**src/rtl/xnor_seq_matcher_pkg.sv**
```systemverilog
// -----------------------------------------------------------------------------
// xnor_pkg
// Shared types and helpers for the serial XNOR pattern matcher.
//   matcher_state_t : IDLE (no pattern), FILL (window filling), RUN (detecting)
//   DEFAULT_WIDTH   : default pattern/window length
//   popcount()      : number of set bits in a 32-bit vector
// -----------------------------------------------------------------------------
package xnor_pkg;

    typedef enum logic [1:0] {
        IDLE = 2'd0,
        FILL = 2'd1,
        RUN  = 2'd2
    } matcher_state_t;

    localparam int unsigned DEFAULT_WIDTH = 8;

    function automatic int unsigned popcount(input logic [31:0] v);
        int unsigned n;
        n = 0;
        for (int unsigned i = 0; i < 32; i++) begin
            n += 32'(v[i]);
        end
        return n;
    endfunction

endpackage

```
**src/rtl/xnor_gate.sv**
```systemverilog
// -----------------------------------------------------------------------------
// xnor_gate
// 1-bit equality cell.
//   i_a, i_b : operand bits
//   o_y      : 1 when i_a == i_b
// -----------------------------------------------------------------------------
module xnor_gate (
    input  logic i_a,
    input  logic i_b,
    output logic o_y
);

    assign o_y = ~(i_a ^ i_b);

endmodule

```
**src/rtl/xnor_seq_matcher_agree.sv**
```systemverilog
// -----------------------------------------------------------------------------
// xnor_agree_count
// Bitwise compare of a window against a pattern using one xnor_gate per bit.
//   i_window   : window bits
//   i_pattern  : pattern bits
//   o_xnor     : per-bit agreement vector
//   o_agree    : number of agreeing bits
//   o_all_ones : every bit agrees (exact match)
// -----------------------------------------------------------------------------
module xnor_agree_count
    import xnor_pkg::*;
#(
    parameter int unsigned WIDTH = DEFAULT_WIDTH
) (
    input  logic [WIDTH-1:0]         i_window,
    input  logic [WIDTH-1:0]         i_pattern,
    output logic [WIDTH-1:0]         o_xnor,
    output logic [$clog2(WIDTH+1)-1:0] o_agree,
    output logic                     o_all_ones
);

    localparam int unsigned AW = $clog2(WIDTH + 1);

    for (genvar i = 0; i < WIDTH; i++) begin : g_bit
        xnor_gate u_xnor (
            .i_a (i_window[i]),
            .i_b (i_pattern[i]),
            .o_y (o_xnor[i])
        );
    end

    assign o_agree    = AW'(popcount(32'(o_xnor)));
    assign o_all_ones = &o_xnor;

endmodule

```
**src/rtl/xnor_seq_matcher.sv**
```systemverilog
// -----------------------------------------------------------------------------
// xnor_seq_matcher
// Serial pattern matcher: slides a WIDTH-bit window over a bit stream and
// compares it against a programmable pattern.
//   clk, rst     : clock, asynchronous active-high reset
//   pat_load     : load pat_in as new pattern (clears window/fill/count)
//   pat_in       : pattern, MSB compares with the oldest window bit
//   bit_valid    : bit_in is valid this cycle
//   bit_in       : serial data bit (shifted in at the LSB)
//   armed        : state RUN (pattern loaded and window full)
//   match        : one-cycle registered pulse on an exact match
//   match_count  : saturating number of matches since load/reset
//   agree_bits   : agreeing bit count in RUN, else 0
// -----------------------------------------------------------------------------
module xnor_seq_matcher
    import xnor_pkg::*;
#(
    parameter int unsigned WIDTH = DEFAULT_WIDTH,
    parameter int unsigned CNT_W = 8
) (
    input  logic                       clk,
    input  logic                       rst,
    input  logic                       pat_load,
    input  logic [WIDTH-1:0]           pat_in,
    input  logic                       bit_valid,
    input  logic                       bit_in,
    output logic                       armed,
    output logic                       match,
    output logic [CNT_W-1:0]           match_count,
    output logic [$clog2(WIDTH+1)-1:0] agree_bits
);

    localparam int unsigned    AW        = $clog2(WIDTH + 1);
    localparam int unsigned    FW        = $clog2(WIDTH);
    localparam logic [FW-1:0]  FILL_LAST = FW'(WIDTH - 1);

    matcher_state_t   r_state;
    logic [WIDTH-1:0] r_window;
    logic [WIDTH-1:0] r_pattern;
    logic [FW-1:0]    r_fill;
    logic             r_match;
    logic [CNT_W-1:0] r_count;
    logic [AW-1:0]    r_agree;

    logic [WIDTH-1:0] w_d_window;
    logic [WIDTH-1:0] w_d_pattern;
    logic [WIDTH-1:0] w_xnor_unused;
    logic [AW-1:0]    w_d_agree;
    logic             w_d_all_ones;
    logic             w_detect;

    // Next-edge window/pattern values; pat_load wins and drops the bit.
    always_comb begin
        w_d_window  = r_window;
        w_d_pattern = r_pattern;
        if (pat_load) begin
            w_d_window  = '0;
            w_d_pattern = pat_in;
        end else if (bit_valid) begin
            w_d_window = {r_window[WIDTH-2:0], bit_in};
        end
    end

    // The compare array sees the values about to be registered: its all-ones
    // flag is the post-shift match, and its popcount registered here equals
    // the popcount of the registered window/pattern in every cycle.
    xnor_agree_count #(
        .WIDTH (WIDTH)
    ) u_agree (
        .i_window   (w_d_window),
        .i_pattern  (w_d_pattern),
        .o_xnor     (w_xnor_unused),
        .o_agree    (w_d_agree),
        .o_all_ones (w_d_all_ones)
    );

    // Detection only on an accepted bit in RUN or on the completing FILL bit;
    // this keeps a cleared window from matching an all-zero pattern early.
    assign w_detect = bit_valid && !pat_load && w_d_all_ones &&
                      ((r_state == RUN) ||
                       ((r_state == FILL) && (r_fill == FILL_LAST)));

    always_ff @(posedge clk or posedge rst) begin
        if (rst) begin
            r_state   <= IDLE;
            r_window  <= '0;
            r_pattern <= '0;
            r_fill    <= '0;
            r_match   <= 1'b0;
            r_count   <= '0;
            r_agree   <= AW'(WIDTH);
        end else begin
            r_window  <= w_d_window;
            r_pattern <= w_d_pattern;
            r_agree   <= w_d_agree;
            r_match   <= w_detect;
            if (pat_load) begin
                r_state <= FILL;
                r_fill  <= '0;
                r_count <= '0;
            end else begin
                if (w_detect && (r_count != '1)) begin
                    r_count <= r_count + CNT_W'(1);
                end
                if (bit_valid) begin
                    case (r_state)
                        IDLE: r_state <= IDLE;
                        FILL: begin
                            if (r_fill == FILL_LAST) begin
                                r_state <= RUN;
                            end else begin
                                r_fill <= r_fill + FW'(1);
                            end
                        end
                        RUN:     r_state <= RUN;
                        default: r_state <= IDLE;
                    endcase
                end
            end
        end
    end

    assign armed       = (r_state == RUN);
    assign match       = r_match;
    assign match_count = r_count;
    assign agree_bits  = armed ? r_agree : '0;

endmodule

```
**config.mk**
```make
export PLATFORM = sky130hd
export DESIGN_NAME = xnor_seq_matcher
export DESIGN_NICKNAME = d
export VERILOG_FILES = /design/src/rtl/xnor_seq_matcher_pkg.sv /design/src/rtl/xnor_gate.sv /design/src/rtl/xnor_seq_matcher_agree.sv /design/src/rtl/xnor_seq_matcher.sv
export SDC_FILE = /design/constraint.sdc
export NUM_CORES = 1
export LEC_CHECK = 0
export CAP_MARGIN = 20
export CORE_ASPECT_RATIO = 1.2
export CORE_MARGIN = 3
export CORE_UTILIZATION = 54
export CTS_CLUSTER_SIZE = 28
export DETAILED_ROUTE_END_ITERATION = 10
export PLACE_DENSITY = 0.83
export SYNTH_ARGS = -nofsm -noshare
export SYNTH_HDL_FRONTEND = slang
export SYNTH_SLANG_ARGS = --single-unit
```
**constraint.sdc**
```tcl
create_clock -name clk -period 3.8 [get_ports clk]
set_input_delay 0.76 -clock clk [delete_from_list [all_inputs] [get_ports clk]]
set_output_delay 0.76 -clock clk [all_outputs]
set_load 0.05 [all_outputs]
```
======== Yosys cells after proc, flatten, opt, wreduce, memory -nomap -nowiden ========
Cells that the tools add are included.
storage, ports and cells
  input bits .............................. 13
  logic and storage cells ................. 65
  output and inout port bits .............. 14
  flip-flop bits (word level) ............. 34
operators by class
  add/sub/neg operators ................... 9
  muxes and demuxes ....................... 14
  equality and inequality tests ........... 6
  bitwise gates (word level) .............. 16
  reduce and logical (&&, ||, !) cells .... 13
operator list
  cell                 count
  $mux 8               5
  $add 4x1->4          6
  $mux 3               4
  $add 8x1->8 const B  1
  $ne 8x8->1 const B   1
  $not 1->1            8
  $reduce_and 8->1     1
  $xor 1x1->1          8
  $mux 2               3
  $reduce_bool 2->1    3
  $logic_and 1x1->1    5
  $mux 4               1
  $pmux 2 s2           1
  $add 3x1->3 const B  1
  $eq 3x3->1 const B   1
  $ne 3x2->1 const B   1
  $reduce_and 3->1     1
  $add 1x1->2          1
  $eq 2x1->1 const B   1
  $eq 2x2->1 const B   1
  $ne 2x2->1 const B   1
  $reduce_and 2->1     1
  $logic_not 1->1      1
  $logic_or 1x1->1     1

======== Longest topological paths before layout ========
  depth after elaboration ................. 11
  depth in mapped cells ................... 13
  mapped depth without buffers ............ 10

======== By module ========
From an unflattened synthesis, not the netlist that was laid out.
second synthesis, totals
  cells, all modules ...................... 165
  area total of the unflattened synthesis .. 1790.5 µm²
modules (own cells, without submodules)
  module            sequential area each (µm²)  area an instance (µm²)  times used  cells each
  xnor_seq_matcher  852.1                       1498.9                  1           130
  xnor_agree_count  0.0                         221.5                   1           27
  xnor_gate         0.0                         8.8                     8           1

======== Least setup slack after synthesis ========
OpenSTA, ideal clock, no wires.
  path type ............................... input -> register
  start ................................... input pat_load
  end ..................................... register r_agree[2]
  setup time .............................. 0.123 ns
  arrival ................................. 3.762 ns
  setup slack ............................. -0.084 ns
  stages on the path ...................... 11
  buffers on the path ..................... 2
  required time ........................... 3.677 ns
  cells stage by stage .................... buf_2 -> clkbuf_1 -> nor2_1 -> xnor2_1 -> ha_1 -> fa_1 -> fa_1 -> inv_1 -> fa_1 -> fa_1 -> xnor2_1
between the ends
  cells in the longest elaborated chain, start to end .. 10
  elaborated cells on any way between the ends .. 25
  classes of those cells .................. add/sub (7); mux (2); bitwise (16)
ends and longest elaborated chain
  what                             line                          RTL
  start, declared                  xnor_seq_matcher.sv:23        input logic pat_load,
  $mux 8                           xnor_seq_matcher.sv:56        if (pat_load) begin
  net u_agree.g_bit[1].u_xnor.i_a  xnor_gate.sv:8                input logic i_a,
  $xor 1x1->1                      xnor_gate.sv:13               assign o_y = ~(i_a ^ i_b);
  $not 1->1                        xnor_gate.sv:13
  $add 1x1->2                      xnor_seq_matcher_pkg.sv:22    n += 32'(v[i]);
  $add 4x1->4 (6 in a row)         xnor_seq_matcher_pkg.sv:22
  net u_agree.o_agree[2]           xnor_seq_matcher_agree.sv:18  output logic [$clog2(WIDTH+1)-1:0] o_agree,
  end signal, assigned             xnor_seq_matcher.sv:91        r_agree <= AW'(WIDTH);
  end signal, assigned             xnor_seq_matcher.sv:95        r_agree <= w_d_agree;
  end, declared                    xnor_seq_matcher.sv:43        logic [AW-1:0] r_agree;
The timed path passes the listed nets, and every way through them passes these cells.
A chain may end at the register's enable or synchronous reset.

======== Worst setup path in the final report ========
  start ................................... input bit_in
  end ..................................... register r_agree[1]
between the ends
  cells in the longest elaborated chain, start to end .. 11
ends and longest elaborated chain
  what                             line                          RTL
  start, declared                  xnor_seq_matcher.sv:26        input logic bit_in,
  $mux 8                           xnor_seq_matcher.sv:59        end else if (bit_valid) begin
  $mux 8                           xnor_seq_matcher.sv:56
  net u_agree.g_bit[0].u_xnor.i_a  xnor_gate.sv:8
  $xor 1x1->1                      xnor_gate.sv:13
  $not 1->1                        xnor_gate.sv:13
  $add 1x1->2                      xnor_seq_matcher_pkg.sv:22
  $add 4x1->4 (6 in a row)         xnor_seq_matcher_pkg.sv:22
  net u_agree.o_agree[1]           xnor_seq_matcher_agree.sv:18
The timed path passes the listed nets, and every way through them passes these cells.

==> summary.txt <==
Global routing
  • First-pass GRT wire length: between 6000 and 7000 um
  • Vias in the first global route: approximately 1,400
  • Initial antenna violation count: 0
  • Tot GR Track Use: 0.1884
  • GR Overflow Total: 0
  • Largest net degree at the start of global routing: 35

Place
  • DP Wirelength: ~2700 um
  • Port bufs: 26
  • Area post-placement: 2227 um2
  • Routability Congestion: ~0.83

Worst setup path
  • CP endpoint kind: flip-flop
  • Cell Chain, Critical Path: clkdlybuf4s50_1, mux2i_1, nor2_1, xnor2_1, ha_1, fa_1, fa_1, inv_1, fa_2, fa_1, inv_1
  • Worst path max stage delay: ~0.54 ns
  • Cell mode on critical path: fa_1
  • Critical path class: in -> reg
  • Crit Path Max Fanout: 2
  • CP max stage cell: fa_1
  • CP Data Required Time: just over 4 ns
  • CP Data Arrival Time: 3.88 ns
  • Critical Path Start Type: input port

Yosys
  • Synth area leader: dfrtp_1
  • Synth top area share: 0.4388
  • YS warnings: 0
  • Syn_nets: about 200
  • Most common cell in the synthesized netlist: dfrtp_1
  • Dominant cells by area after synthesis: dfrtp_1 (44%), mux2i_1 (5.9%), ha_1 (5.3%)
  • Post-synth top flop: dfrtp_1
  • Synth unique cells: 41
  • Commonest cells post-synth: dfrtp_1 (33), nor2_1 (18), inv_1 (16), mux2i_1 (11), o21ai_0 (9)
  • Mapped cell area: roughly 1900 um2
  • Avg Inst Size Synth: about 11 um2
  • Post-Syn Instances: roughly 180
  • Ys async rst share: 1.000
  • Seq/Total Area, Yosys: 0.4528
  • Post-synth EDFFs: 0
  • Flop and latch count out of synthesis: 34

Clocking
  • Longest Clk Path Bufs: 2
  • CTS Buf Count: 5
  • CTS tree: built
  • Clock transition at path regs: around 0.090 ns
  • Clk sinks: 34
  • Clk_lat worst skew: about 0.33 ns
  • # hold bufs at CTS: 0
  • H-tree depth: 2
  • CTS root buffer: clkbuf_4

Timing
  • Hold Fails Final Rpt: 0
  • Slew HR: 0.6585
  • Final setup violation count: 0
  • RSZ-0062 raised after global routing: no
  • Layout Skew: just under 0.007 ns
  • Worst Max-Slew Pin Slew: around 0.5 ns
  • Max Slew Vio Count: 0
  • Fmax: between 0.2 and 0.3 GHz
  • Setup TNS: 0 ns
  • Min cycle time layout: 3.646 ns
  • Tcrit/Tclk final: 0.9595

Detailed routing
  • Vias per cell: 5.395
  • Post-route ant nets: 0
  • DRT iter0 DRCs: 26
  • Top layer used by detailed routing: met4
  • Final WL: between 3000 and 4000 um
  • Drt first pass iters: 4
  • Wire length on met1: 1540 um
  • WL/cell: about 14 um
  • DR vias: roughly 1,400
  • Remaining DRCs: 0
  • DR WL met3: 147 um
  • Met2 WL post-DR: approximately 1800 um

Power and ir drop
  • Worst IR Drop VDD: roughly 0.34 mV
  • P per Cell Area: ~340 nW/um2
  • Leakage: about 0.0011 uW

Final layout
  • Nets: approximately 240
  • Antenna Diode Count: 0
  • Post-route cell area: 2310 um2
  • Share of layout cells above drive strength 1: 0.1567
  • Final Core Density: 0.7234
  • Area growth from synthesis to layout: 22.74%

Hold path
  • HP Class: reg -> reg

Run status
  • Status: finished clean

Floorplanning
  • Die height: 70.67 um
  • Die ar.: 4232 um2
  • Num ports: 27
  • Die Wd: between 50 and 60 um
  • Row Count: 22
  • Core box area: around 3200 um2
  • Initial Util: 0.5893

Run
  • Max Cap Viol: 0
repair_timing:
action,4_1_cts,5_1_grt
endpoints found under the setup margin,2,2
gates resized for setup,4,1
hold endpoints to repair,0,0
setup buffers,1,1
pin swaps,2,5
state kept, by name, indices dropped and copies added (netlist names):
name / cells
match_count: 8
r_pattern: 8
r_window: 8
r_agree: 4
r_fill: 3
r_state: 2
match: 1
cells in the final DEF, fill, tap and decap left out, types with 5 or more instances in the layout:
cell | netlist | layout
clkdlybuf4s50_1 | 0 | 24
nor2_1 | 18 | 18
nand2_1 | 8 | 8
buf_4 | 1 | 13
dfrtp_1 | 33 | 33
inv_1 | 16 | 16
xnor2_1 | 8 | 8
o21ai_0 | 9 | 9
a21oi_1 | 6 | 6
mux2i_1 | 11 | 10
and2_1 | 7 | 7
clkbuf_4 | 0 | 5
ha_1 | 8 | 8
nor2b_1 | 5 | 5
final timing paths:
path,end,cells past startpoint,start,slack [ns]
max reg2reg,r_agree[1],10,r_window[6],0.60
min reg2reg,r_pattern[7],2,r_pattern[7],0.54
min,r_pattern[7],2,r_pattern[7],0.54
max in group asynchronous,r_agree[3],3,rst,2.66
max,r_agree[1],11,bit_in,0.15
min in group asynchronous,r_fill[2],3,rst,0.81
kinds of logic after synthesis:
kind of cell / count (synthesis) / synth area share
simple gates: 53 / 0.1463
flops: 34 / 0.4528
compound gates: 28 / 0.09974
buf+inv: 23 / 0.05851
mux: 16 / 0.09641
fa+ha+maj: 12 / 0.09575
xor+xnor: 10 / 0.05054
routing by layer:
metal	global-route usage	vias to the layer above
li1	-	671
met4	0.08867	0
met5	0	-
met1	0.2527	662
met3	0.03285	5
met2	0.2921	27
worst max-delay path, delay by kind of cell:
| family | cells | cell delay, ns |
|---|---|---|
| fa+ha+maj | 5 | 2.13 |
| buf+inv | 3 | 0.59 |
| simple gates | 1 | 0.17 |
| xor+xnor | 1 | 0.14 |
| mux | 1 | 0.09 |
per-stage QoR:
| stage | cells | total power [uW] | hold WS (ns) | setup slack [ns] |
|---|---|---|---|---|
| 2_1_floorplan | 176 | 531.7 | 0.4842 | 0.02302 |
| 3_3_place_gp | 243 | 574.4 | 0.5090 | -0.4853 |
| 3_5_place_dp | 243 | 587.8 | 0.5146 | -0.5513 |
| 4_1_cts | 252 | 798.3 | 0.5501 | 0.07906 |
| 5_1_grt | 253 | 837.7 | 0.5656 | 0.04166 |
| 6_report | 253 | 784.1 | 0.5419 | 0.1539 |
report_power, final:
group          internal (uW)  leakage (uW)  total [uW]  switching [uW]
clock                   89.6     0.0000353         204             114
combinational           85.9      0.000657         177            91.2
sequential               394      0.000440         403            9.39
total                    569       0.00113         784             215
area by class of cell:
| type | count | area, um2 |
|---|---|---|
| clock inverter | 1 | 5.005 |
| clock buffer | 7 | 55.05 |
| sequential | 34 | 852.1 |
| multi-input combinational | 119 | 925.9 |
| timing repair buffer | 40 | 366.6 |
| inverter | 16 | 60.06 |
| tap | 36 | 45.04 |
| fill | 243 | 883.3 |
Power figures use the tool's default switching activity.
